===== config.mk =====
export PLATFORM = sky130hd
export DESIGN_NAME = mem_access_unit
export DESIGN_NICKNAME = d
export VERILOG_FILES = /design/src/rtl/mem_pkg.sv /design/src/rtl/load_format.sv /design/src/rtl/mem_access_unit.sv
export SDC_FILE = /design/constraint.sdc
export NUM_CORES = 1
export LEC_CHECK = 0
export ABC_AREA = 1
export CAP_MARGIN = 0
export CELL_PAD_IN_SITES_DETAIL_PLACEMENT = 0
export CELL_PAD_IN_SITES_GLOBAL_PLACEMENT = 1
export CORE_AREA = 2 2 194 196
export CTS_CLUSTER_DIAMETER = 100
export CTS_CLUSTER_SIZE = 25
export DETAILED_ROUTE_END_ITERATION = 8
export DIE_AREA = 0 0 196 198
export PLACE_DENSITY = 0.78
export SLEW_MARGIN = 20
export SYNTH_ARGS = -nofsm -noshare
export SYNTH_HDL_FRONTEND = slang
export SYNTH_SLANG_ARGS = --single-unit

===== constraint.sdc =====
create_clock -name clk -period 2.2 [get_ports clk]
set_clock_uncertainty 0.15 [all_clocks]
set_input_delay 0.55 -clock clk [delete_from_list [all_inputs] [get_ports clk]]
set_output_delay 0.55 -clock clk [all_outputs]
set_load 0.03 [all_outputs]

===== src/rtl/mem_pkg.sv =====
// mem_pkg: funct3 load/store encodings and FSM state for the memory access unit
package mem_pkg;
  localparam logic [2:0] F3_LB = 3'b000, F3_LH = 3'b001, F3_LW = 3'b010, F3_LD = 3'b011;
  localparam logic [2:0] F3_LBU = 3'b100, F3_LHU = 3'b101, F3_LWU = 3'b110;
  localparam logic [2:0] F3_SB = 3'b000, F3_SH = 3'b001, F3_SW = 3'b010, F3_SD = 3'b011;
  typedef enum logic [1:0] {IDLE, BUSY, DONE} state_t;
endpackage


===== src/rtl/load_format.sv =====
// load_format: aligns bus read data to its lane offset and sign/zero-extends it
module load_format
  import mem_pkg::*;
(
  input  logic [63:0] rdata,
  input  logic [2:0]  off,
  input  logic [2:0]  funct3,
  output logic [63:0] data
);
  logic [63:0] sh;
  assign sh = rdata >> {off, 3'b000};
  // pick the extension for the access size; funct3 111 has no load, so it yields 0
  always_comb
    data = funct3 == F3_LB  ? {{56{sh[7]}}, sh[7:0]} :
           funct3 == F3_LH  ? {{48{sh[15]}}, sh[15:0]} :
           funct3 == F3_LW  ? {{32{sh[31]}}, sh[31:0]} :
           funct3 == F3_LD  ? sh :
           funct3 == F3_LBU ? {56'd0, sh[7:0]} :
           funct3 == F3_LHU ? {48'd0, sh[15:0]} :
           funct3 == F3_LWU ? {32'd0, sh[31:0]} : 64'd0;
endmodule


===== src/rtl/mem_access_unit.sv =====
// mem_access_unit: MEM-stage bus master (IDLE/BUSY/DONE); MISALIGN_TRAP_EN adds a misalign trap
module mem_access_unit
  import mem_pkg::*;
#(
  parameter int ADDR_W = 64
) (
  input  logic              clk,
  input  logic              rst,
  input  logic              mem_read_MEM,
  input  logic              mem_write_MEM,
  input  logic [2:0]        funct3_MEM,
  input  logic [ADDR_W-1:0] addr_MEM,
  input  logic [63:0]       wdata_MEM,
  output logic              bus_req,
  output logic              bus_we,
  output logic [ADDR_W-1:0] bus_addr,
  output logic [63:0]       bus_wdata,
  output logic [7:0]        bus_wmask,
  input  logic              bus_ack,
  input  logic [63:0]       bus_rdata,
  output logic [63:0]       data_in_MEM,
  output logic              stall
`ifdef MISALIGN_TRAP_EN
  ,output logic             misalign
`endif
);
  state_t state, nxt;
  logic req, bad, go;
  logic [2:0] off, off_q, f3_q;
  logic [7:0] lanes;
  logic [63:0] fmt;
  assign req = mem_read_MEM | mem_write_MEM;
  assign off = addr_MEM[2:0];
`ifdef MISALIGN_TRAP_EN
  assign bad = |(off & (funct3_MEM[1:0] == 2'd0 ? 3'd0 : funct3_MEM[1:0] == 2'd1 ? 3'd1 :
                        funct3_MEM[1:0] == 2'd2 ? 3'd3 : 3'd7));
`else
  assign bad = 1'b0;
`endif
  assign go = state == IDLE && req && !bad;
  assign lanes = funct3_MEM[1:0] == 2'd0 ? 8'h01 : funct3_MEM[1:0] == 2'd1 ? 8'h03 :
                 funct3_MEM[1:0] == 2'd2 ? 8'h0F : 8'hFF;
  load_format u_fmt (.rdata(bus_rdata), .off(off_q), .funct3(f3_q), .data(fmt));
  // state register
  always_ff @(posedge clk)
    if (rst) state <= IDLE;
    else state <= nxt;
  // DONE always returns to IDLE so the pipeline advances exactly once per access
  always_comb
    nxt = state == IDLE ? (go ? BUSY : IDLE) :
          state == BUSY ? (bus_ack ? DONE : BUSY) : IDLE;
  // latch the bus request on entry to BUSY; capture formatted load data on ack
  always_ff @(posedge clk)
    if (rst) begin
      bus_we <= 1'b0;
      bus_addr <= '0;
      bus_wdata <= '0;
      bus_wmask <= '0;
      off_q <= '0;
      f3_q <= '0;
      data_in_MEM <= '0;
    end else begin
      if (go) begin
        bus_we <= mem_write_MEM;
        bus_addr <= {addr_MEM[ADDR_W-1:3], 3'b000};
        bus_wdata <= wdata_MEM << {off, 3'b000};
        bus_wmask <= funct3_MEM[1:0] == 2'd3 ? 8'hFF : lanes << off;
        off_q <= off;
        f3_q <= funct3_MEM;
      end
      if (state == BUSY && bus_ack && !bus_we) data_in_MEM <= fmt;
    end
  // request while BUSY; stall from the first IDLE cycle of an access until DONE
  always_comb begin
    bus_req = state == BUSY;
    stall = go || state == BUSY;
`ifdef MISALIGN_TRAP_EN
    misalign = state == IDLE && req && bad;
`endif
  end
endmodule


==> impl_metrics.toml <==
[power]
power.switching_w = 0.00396
p_int_w = 0.00664
sw_frac_of_total = 0.374
power_leakage_nw = 7.89
clkPwrFrac = 0.239
vdd_drop_max_v = 0.000376
combinationalPowerShare = 0.362
pwr-share-seq = 0.399
p_per_area_nw_per_um2 = 657

[clocking]
cts_sinks = 206
clkLatencyLatePin_ps = 480
cts_made_buffers = 13
cts_tree = "built"
cts_buffer_depth = 3
cts.htree.levels = 1
clockRootBuffer = "clkbuf_16"
cts.clk_slew.worst_paths_ps = 100
cts-hold-fix-buffers = 0

[global_routing]
grt_usage = 0.236
grt_max_degree = 74
grt_pass1_wl_um = 71100
grt_pass1_vias = 12016
overflow = 0
antenna_found_initial = 7

[detailed_routing]
routed_via_density = 4.95
wirelength_um = 47400
route.vias.total = 12730
drt.antenna.violating_nets = 0
drc_errors = 0
wl_per_cell_um = 18.4
first_iter_violations = 897
dr.pass1.iters = 6

[worst_setup_path]
path_buf_inv = 2
cp_num_cells = 4
cp_slowest_stage_delay_ps = 450
arrival_ps = 1460
cp.required_ps = 1500
cp_top_family = "buffers and inverters"
worst_setup_path_end_kind = "output pin"
worstSetupStartpointType = "input port"
slowest_stage = "clkdlybuf4s50_1"
crit_path_cell_trace = "clkdlybuf4s50_1, o21ai_4, nand2_2, buf_4"
r2r_cells = 8
rrSetupSlack_ps = 210
crit_type = "in2out"
crit_fanout = 2

[synth]
netlist.area_leader.share = 0.378
yosysTopAreaCell = "dfxtp_1"
synth_cells = 1707
async_flop_share = 0
yosysMostFrequentCell = "nand2_1"
yosysUniqueCellTypes = 33
synthTopCellsByCount = "443 x nand2_1, 278 x nor2_1, 206 x dfxtp_1"
ys.warnings.count = 0
synth_area_um2 = 10900
synth_edf_count = 0
yosysSeqAreaShare = 0.378
synth.area.top_cells = "dfxtp_1 38%, nand2_1 15%, nor2_1 9.6%"
ys_ff_latch = 206
ys.flop_type = "dfxtp_1"
syn_avg_cell_area_um2 = 6.39

[sta]
rsz0062_at_grt = "false"
report.final.hold_viol_count = 0
tns_ps = 0
fmax_mhz = 464
fin_crit_sh = 0.980
report.final.slew_viol_count = 0
setup_viol = 0
holdWs_ps = 316
finalCriticalPeriod_ps = 2160
fin_ws_ps = 43.4

[cells_and_area]
fin_nets = 2293
syn2layout_area_growth_pct = 48.0
layout-drive-gt1-share = 0.0792
fillers = 3899
fin_util = 0.437
stdcell_count = 2572

[placement]
place_congestion = 0.919
post-place-cells = 2552
portBuffers = 399
dpl.hpwl_um = 36700
dp_slack_ps = -109

[floorplan]
core_um2 = 37000
start_util = 0.295
chipWidth_um = 196
row_count = 71
ios = 403
die_h_um = 198
die_area_um2 = 38800

[run]
maxCapViolations = 0

[min_path]
holdPathStages = 2
hp-class = "reg2reg"

[run_status]
outcome = "finished clean"
==> state kept, by name, summed over array words and instances (netlist names) <==
register / flops
f3_q: 3
off_q: 3
bus_wdata: 64
bus_wmask: 8
bus_addr: 61
state: 2
bus_we: 1
data_in_MEM: 64
==> tightest hold or removal path, stage by stage (launching register included) <==
cell	delay, ps
dfxtp_1	320
nand2_1	60
a21oi_1	50
==> area by class of cell <==
type	instances	area, um2	share of cell area
clock buffer	13	325	0.0202
tap	474	593	0.0368
multi-input combinational	1290	5870	0.364
antenna	2	5.00	0.000310
timing repair buffer	507	4880	0.302
sequential	206	4130	0.256
inverter	75	283	0.0175
clock inverter	5	52.6	0.00326
==> cells by family (layout without fill, tap and decap cells) <==
kind of cell / after synthesis / in the layout / share of synthesized area
flops: 206 / 206 / 0.378
other cells: 1 / 5 / 0.000344
buf+inv: 213 / 600 / 0.0858
mux: 14 / 14 / 0.0129
compound gates: 335 / 335 / 0.168
simple gates: 938 / 938 / 0.354
==> power by group through the flow <==
stage,clock network (W),logic [W],registers (W)
floorplan,0,0.00158,0.00488
global placement,0,0.00404,0.00432
detailed placement,0,0.00404,0.00432
CTS,0.00263,0.00384,0.00423
global route,0.00275,0.00417,0.00427
finish,0.00254,0.00383,0.00423
==> placed cells by master, fill, tap and decap left out, types with 2 or more instances in the layout <==
cell	instances
a21oi_1	71
a22oi_1	34
a31oi_1	2
buf_12	27
buf_2	3
buf_4	82
clkbuf_16	13
clkdlybuf4s50_1	196
conb_1	3
dfxtp_1	205
diode_2	2
dlygate4sd2_1	197
inv_1	69
inv_2	5
mux2i_1	14
nand2_1	442
nand2_2	2
nand2_4	2
nand3_1	180
nand3_2	3
nand4_1	9
nor2_1	277
nor2_2	2
nor3_1	3
o211ai_1	19
o21ai_0	197
o22ai_1	6
or2_2	15
==> layer usage <==
metal,track usage,part of all wire,vias to the layer above
met5,0,0.0011,-
met4,0.0794,0.034,8
met3,0.0499,0.074,73
met2,0.397,0.47,507
met1,0.300,0.42,5800
li1,-,-,6342
==> what timing repair did <==
action,CTS,global route
setup endpoints to repair,198,3
gates resized for setup,198,2
pin swaps,0,1
buffers inserted,0,0
==> metrics by stage <==
stage	total power, W	cell area, um2
2_1_floorplan	0.00646	10900
3_3_place_gp	0.00835	16000
3_5_place_dp	0.00836	16000
4_1_cts	0.0107	16100
5_1_grt	0.0112	16100
6_report	0.0106	16100
==> final timing paths <==
kind,from,end
min reg2reg,bus_wdata[31],bus_wdata[31]
max,mem_read_MEM,stall
min,bus_wdata[31],bus_wdata[31]
max reg2reg,off_q[0],data_in_MEM[36]
Note: power is estimated with default switching activity, not from simulation.
